--- src/rtl/pwm_sample_scheduler_pkg.sv ---
// pwm_sched_pkg: shared types and constants for the PWM sample scheduler.
//   state_t           scheduler FSM states
//   DEF_DATA_W/DIV_W  default sample and divider widths
//   CNT_W             underrun counter width
//   REQ_CPU/REQ_TONE  requester indices used by the round-robin arbiter
package pwm_sched_pkg;

  localparam int unsigned DEF_DATA_W = 12;
  localparam int unsigned DEF_DIV_W  = 16;
  localparam int unsigned CNT_W      = 16;

  localparam logic REQ_CPU  = 1'b0;
  localparam logic REQ_TONE = 1'b1;

  typedef enum logic [1:0] {
    IDLE  = 2'd0,
    GRANT = 2'd1,
    WRITE = 2'd2
  } state_t;

endpackage

--- src/rtl/pwm_sample_scheduler_tick_gen.sv ---
// sample_tick_gen: sample-rate divider producing a one-cycle tick every
// cfg_div+1 cycles while enabled.
//   clk, rst_n  clock, async active-low reset
//   cfg_en      enable; while low the counter holds at cfg_div
//   cfg_div     period minus one
//   tick_c      combinational tick, high when counter is 0 and enabled
module sample_tick_gen
  import pwm_sched_pkg::*;
#(
  parameter int unsigned DIV_W = DEF_DIV_W
) (
  input  logic             clk,
  input  logic             rst_n,
  input  logic             cfg_en,
  input  logic [DIV_W-1:0] cfg_div,
  output logic             tick_c
);

  logic [DIV_W-1:0] cnt;

  assign tick_c = cfg_en && (cnt == '0);

  // Down-counter: reload on tick, hold at cfg_div while disabled
  always_ff @(posedge clk or negedge rst_n) begin
    if (!rst_n) begin
      cnt <= '0;
    end else if (!cfg_en || (cnt == '0)) begin
      cnt <= cfg_div;
    end else begin
      cnt <= cnt - DIV_W'(1);
    end
  end

endmodule

--- src/rtl/pwm_sample_scheduler.sv ---
// pwm_sample_scheduler: write-side controller for the PWM duty-cycle FIFO.
// Paces samples into the FIFO at the programmed rate, round-robin arbitrates
// between the CPU (req0) and tone generator (req1), and keeps underrun and
// missed-slot statistics.
//   clk, rst_n                 clock, async active-low reset
//   cfg_en, cfg_div            enable and sample period minus one
//   req0_* / req1_*            valid/data/ready requester handshakes
//   fifo_full                  FIFO write-side full flag
//   fifo_w_en, fifo_din        FIFO write strobe and data
//   underrun_cnt, slot_miss    saturating underrun count, sticky slot miss
//   stat_clr                   clears the statistics
// Optional feature: define SCHED_HOLD_LAST_EN to write the last sample again
// on an underrun instead of skipping the slot.
module pwm_sample_scheduler
  import pwm_sched_pkg::*;
#(
  parameter int unsigned DATA_W = DEF_DATA_W,
  parameter int unsigned DIV_W  = DEF_DIV_W
) (
  input  logic              clk,
  input  logic              rst_n,
  input  logic              cfg_en,
  input  logic [DIV_W-1:0]  cfg_div,
  input  logic              req0_valid,
  input  logic [DATA_W-1:0] req0_data,
  output logic              req0_ready,
  input  logic              req1_valid,
  input  logic [DATA_W-1:0] req1_data,
  output logic              req1_ready,
  input  logic              fifo_full,
  output logic              fifo_w_en,
  output logic [DATA_W-1:0] fifo_din,
  output logic [CNT_W-1:0]  underrun_cnt,
  output logic              slot_miss,
  input  logic              stat_clr
);

  state_t state;
  logic   tick_c;
  logic   rr_last;
  logic   gnt_idx_c;
  logic   underrun_c;
`ifdef SCHED_HOLD_LAST_EN
  logic [DATA_W-1:0] last_sample;
`endif

  sample_tick_gen #(
    .DIV_W(DIV_W)
  ) u_tick_gen (
    .clk    (clk),
    .rst_n  (rst_n),
    .cfg_en (cfg_en),
    .cfg_div(cfg_div),
    .tick_c (tick_c)
  );

  // Round-robin pick: when both are valid, favour the one not granted last
  always_comb begin
    gnt_idx_c = REQ_CPU;
    if (req0_valid && req1_valid) begin
      gnt_idx_c = ~rr_last;
    end else if (req1_valid) begin
      gnt_idx_c = REQ_TONE;
    end
  end

  assign underrun_c = (state == GRANT) && cfg_en && !fifo_full &&
                      !req0_valid && !req1_valid;

  // Slot FSM with registered write strobe, data and ready pulses
  always_ff @(posedge clk or negedge rst_n) begin
    if (!rst_n) begin
      state      <= IDLE;
      fifo_w_en  <= 1'b0;
      fifo_din   <= '0;
      req0_ready <= 1'b0;
      req1_ready <= 1'b0;
      rr_last    <= REQ_TONE;
`ifdef SCHED_HOLD_LAST_EN
      last_sample <= '0;
`endif
    end else begin
      fifo_w_en  <= 1'b0;
      req0_ready <= 1'b0;
      req1_ready <= 1'b0;
      unique case (state)
        IDLE: begin
          if (tick_c) state <= GRANT;
        end
        GRANT: begin
          if (!cfg_en) begin
            state <= IDLE;
          end else if (fifo_full) begin
            state <= GRANT;
          end else if (!req0_valid && !req1_valid) begin
`ifdef SCHED_HOLD_LAST_EN
            // Hold write: repeat last sample, arbitration pointer untouched
            state     <= WRITE;
            fifo_w_en <= 1'b1;
            fifo_din  <= last_sample;
`else
            state <= IDLE;
`endif
          end else begin
            state      <= WRITE;
            fifo_w_en  <= 1'b1;
            fifo_din   <= (gnt_idx_c == REQ_TONE) ? req1_data : req0_data;
            req0_ready <= (gnt_idx_c == REQ_CPU);
            req1_ready <= (gnt_idx_c == REQ_TONE);
            rr_last    <= gnt_idx_c;
          end
        end
        WRITE: begin
`ifdef SCHED_HOLD_LAST_EN
          last_sample <= fifo_din;
`endif
          state <= IDLE;
        end
        default: state <= IDLE;
      endcase
    end
  end

  // Statistics: clear has priority over increment and over sticky set
  always_ff @(posedge clk or negedge rst_n) begin
    if (!rst_n) begin
      underrun_cnt <= '0;
      slot_miss    <= 1'b0;
    end else if (stat_clr) begin
      underrun_cnt <= '0;
      slot_miss    <= 1'b0;
    end else begin
      if (underrun_c && (underrun_cnt != '1)) begin
        underrun_cnt <= underrun_cnt + CNT_W'(1);
      end
      if (tick_c && (state != IDLE)) begin
        slot_miss <= 1'b1;
      end
    end
  end

endmodule

--- config.mk ---
export PLATFORM = sky130hd
export DESIGN_NAME = pwm_sample_scheduler
export DESIGN_NICKNAME = d
export VERILOG_FILES = /design/src/rtl/pwm_sample_scheduler_pkg.sv /design/src/rtl/pwm_sample_scheduler_tick_gen.sv /design/src/rtl/pwm_sample_scheduler.sv
export SDC_FILE = /design/constraint.sdc
export NUM_CORES = 1
export LEC_CHECK = 0
export BUFFER_PORTS_ARGS = -buffer_cell sky130_fd_sc_hd__buf_2
export CAP_MARGIN = 15
export CORE_AREA = 4 4 78 80
export CTS_CLUSTER_DIAMETER = 120
export DETAILED_ROUTE_END_ITERATION = 8
export DIE_AREA = 0 0 82 84
export GPL_ROUTABILITY_DRIVEN = 1
export PLACE_DENSITY_LB_ADDON = 0.12
export SLEW_MARGIN = 0
export SYNTH_ARGS = -nofsm -noshare
export SYNTH_HDL_FRONTEND = slang
export SYNTH_HIERARCHICAL = 1
export SYNTH_SLANG_ARGS = --single-unit
--- constraint.sdc ---
create_clock -name clk -period 4.6 [get_ports clk]
set_input_delay 0.23 -clock clk [delete_from_list [all_inputs] [get_ports clk]]
set_output_delay 0.23 -clock clk [all_outputs]
set_load 0.03 [all_outputs]
==> results.json <==
{
  "status": "finished clean",
  "rr_startpoint": "u_tick_gen/cnt[0]",
  "p_clk_share_pct": 32.7,
  "dpl_worst_slack_ns": 1.85,
  "synth_cell_type_count": 43,
  "via_count": 2186,
  "synth-main-ff-cell": "dfrtp_1",
  "syn_to_final_growth_pct": 19.4,
  "synth_seq_cells": 51,
  "reg2reg_to": "u_tick_gen/cnt[7]",
  "drt_wl_total_um": 5650,
  "die-width_um": 82,
  "grt_max_degree": 52,
  "syn_area_per_cell_um2": 10.2,
  "h-tree-depth": 2,
  "root_buffer": "clkbuf_8",
  "combPwrFrac_pct": 9.6,
  "dp_hpwl_um": 4130,
  "overflow": 0,
  "drive_above_1_share_pct": 31.0,
  "syn_area_um2": 2600,
  "grt_pass1_wl_um": 9520,
  "first_pass_iters": 6,
  "period_share_pct": 60.0,
  "cts_resized": 0,
  "cts_buffer_depth": 2,
  "timing.reg2reg.worst_path_depth": 8,
  "crit_required_ns": 4.80,
  "fillers": 514,
  "drv_slew": 0,
  "core_um2": 5410,
  "dpl-instance-area_um2": 3010,
  "drc": 0,
  "ys_async_sr_fraction_pct": 100,
  "routedWlPerCell_um": 14.0,
  "dieArea_um2": 6890,
  "synth_adder_area_share_pct": 0.962,
  "syn_inst": 255,
  "cts_buffers": 5,
  "regToRegSetupSlack_ns": 1.84,
  "fin_nets": 380,
  "setup_tns_ns": 0,
  "drtIter0Drc": 120,
  "diodes": 0,
  "ant_nets": 0,
  "initial_core_util_pct": 48.1,
  "power.density_nw_per_um2": 269,
  "leakage_nw": 1.60,
  "synth-seq-area-share_pct": 49.1,
  "endpoint_kind": "register",
  "design_area_um2": 3100,
  "startpoint": "u_tick_gen/cnt[0]",
  "internal_power_w": 0.000615,
  "path_class": "register to register",
  "p_sw_w": 0.000221,
  "synth_compound_area_share_pct": 15.4,
  "switching_share_pct": 26.4,
  "io_pins": 79,
  "hold_violations": 0,
  "seqPwrFrac_pct": 57.6,
  "finalSetupViolations": 0,
  "antenna_found_initial": 0,
  "cts_hold_buf": 0,
  "maxCapViolations": 0,
  "rows": 27,
  "grt_usage_pct": 17.4,
  "cts.clk_slew.worst_paths_ns": 0.10,
  "synth_xor_area_share_pct": 4.04,
  "rsz0062_at_grt": "false",
  "die_h_um": 84,
  "fmax_mhz": 362,
  "instances_no_fill": 404,
  "slew_headroom_pct": 27.2,
  "ir_worst_vdd_v": 0.000173,
  "post_synth_and_or_nand_nor_area_fraction_pct": 22.1,
  "port_buffers": 78,
  "synthMuxAreaShare_pct": 2.55,
  "postCtsSetupBuffers": 0,
  "cp-start-kind": "register",
  "worst_slew_pin_slew_ns": 1.09,
  "cp_max_fo": 17,
  "ys_warn_count": 6,
  "cts_tree": "built",
  "clock_skew_ns": 0.00768,
  "clock_sinks": 51,
  "synth_top_family_by_area": "simple AND/OR/NAND/NOR gates",
  "synth_edf_count": 0,
  "arrival_ns": 2.96,
  "layout_setup_ws_ns": 1.84,
  "placedCellCount": 396,
  "post-route-min-period_ns": 2.76,
  "grt_pass1_vias": 2032,
  "syn_nets": 304,
  "crit_end": "u_tick_gen/cnt[7]",
  "gp_congestion": 0.751,
  "avgViaCountPerCell": 5.41,
  "hp-class": "input port to asynchronous set/reset pin",
  "clock_latency_ns": 0.30
}
-- routing by layer --
layer,up-vias,wire length [um],share of wire [%],GRT usage (%)
met1,1040,2530,45,23.2
met5,-,0,0,0
li1,1092,-,-,-
met4,0,55,0.97,4.53
met3,4,275,4.9,3.35
met2,50,2790,49,28.7
-- cells in the final DEF, fill, tap and decap left out, types with 2 or more instances in the layout --
master and n:
a222oi_1 12, buf_2 78, dfrtp_1 50, xnor2_1 9
ha_1 2, inv_1 17, nand2b_1 4, nand3_1 10
nor4_1 8, a21oi_1 14, mux2_2 5, xor2_1 3
or3_1 5, nor2_1 12, or4_1 6, clkbuf_8 5
clkinv_4 2, nand2_1 23, nand4_1 3, o21ai_0 20
buf_4 2, and3_1 7, nor2b_1 5, nor3_1 3
o31ai_1 6, a21o_1 3
-- Yosys cell counts, types with 2 or more instances --
master,number,share of area [%]
nand3_1,10,1.9
nor2b_1,5,1.2
inv_1,17,2.5
o21ai_0,20,3.9
ha_1,2,0.96
or3_1,5,1.2
nor3_1,3,0.58
mux2_2,5,2.2
or4_1,6,1.7
nand4_1,3,0.72
a222oi_1,12,4.6
clkbuf_1,2,0.29
xor2_1,3,1.0
a21oi_1,14,2.7
nor4_1,8,1.9
a21o_1,3,0.87
xnor2_1,9,3.0
dfrtp_1,50,48
nand2_1,23,3.3
buf_2,2,0.39
o31ai_1,6,1.7
buf_6,6,2.6
nand2b_1,4,0.96
nor2_1,12,1.7
and3_1,7,1.7
-- critical path: stages (launching register included) --
cell,delay [ns]
dfrtp_1,0.43
inv_1,0.07
ha_1,0.17
nor3b_1,0.46
nand2_1,0.28
o41ai_4,0.74
buf_4,0.31
a21oi_1,0.06
a21o_1,0.16
-- cell families (layout without fill, tap and decap cells) --
family / after synthesis / after routing
and+or+nand+nor: 98 / 98
AOI/OAI and AO/OA: 58 / 58
DFF: 51 / 51
buffers and inverters: 28 / 105
xor gates and xnor gates: 12 / 12
muxes: 6 / 6
adders and majority gates: 2 / 2
-- how the worst min path moves through the flow --
stage,start,depth (start not counted),to
2_1_floorplan,rst_n,0,fifo_din[0]
3_3_place_gp,rst_n,2,underrun_cnt[3]
3_5_place_dp,rst_n,2,underrun_cnt[4]
4_1_cts,rst_n,2,fifo_din[7]
5_1_grt,rst_n,2,fifo_din[7]
6_report,rst_n,2,fifo_din[7]
-- power groups by stage --
stage / logic [W] / clock network (W) / registers [W]
CTS: 0.0000817 / 0.000286 / 0.000482
finish: 0.0000805 / 0.000274 / 0.000482
global route: 0.0000911 / 0.000298 / 0.000485
detailed placement: 0.0000812 / 0 / 0.000491
global placement: 0.0000802 / 0 / 0.000490
floorplan: 0.0000440 / 0 / 0.000488
-- area by class of cell --
class | count | area [um2] | share of cell area (%)
inverter | 17 | 63.8 | 2.06
sequential | 51 | 1280 | 41.2
multi-input combinational | 176 | 1170 | 37.7
tap | 72 | 90.1 | 2.90
timing repair buffer | 80 | 405 | 13.1
clock buffer | 5 | 68.8 | 2.22
clock inverter | 3 | 28.8 | 0.927
-- state kept, by name (all words and copies together), names as in the netlist --
register	count
fifo_din	12
fifo_w_en	1
req0_ready	1
req1_ready	1
rr_last	1
slot_miss	1
state	2
u_tick_gen/cnt	16
underrun_cnt	16
-- stage by stage --
| stage | total power (W) | util [%] | hold slack, ns |
|---|---|---|---|
| 2_1_floorplan | 0.000532 | - | -0.0656 |
| 3_3_place_gp | 0.000570 | 55.6 | 0.385 |
| 3_5_place_dp | 0.000572 | 55.6 | 0.382 |
| 4_1_cts | 0.000850 | 57.4 | 0.0387 |
| 5_1_grt | 0.000873 | 57.4 | 0.0698 |
| 6_report | 0.000836 | 57.4 | 0.0186 |
No activity file was read; power rests on OpenSTA's default activity.
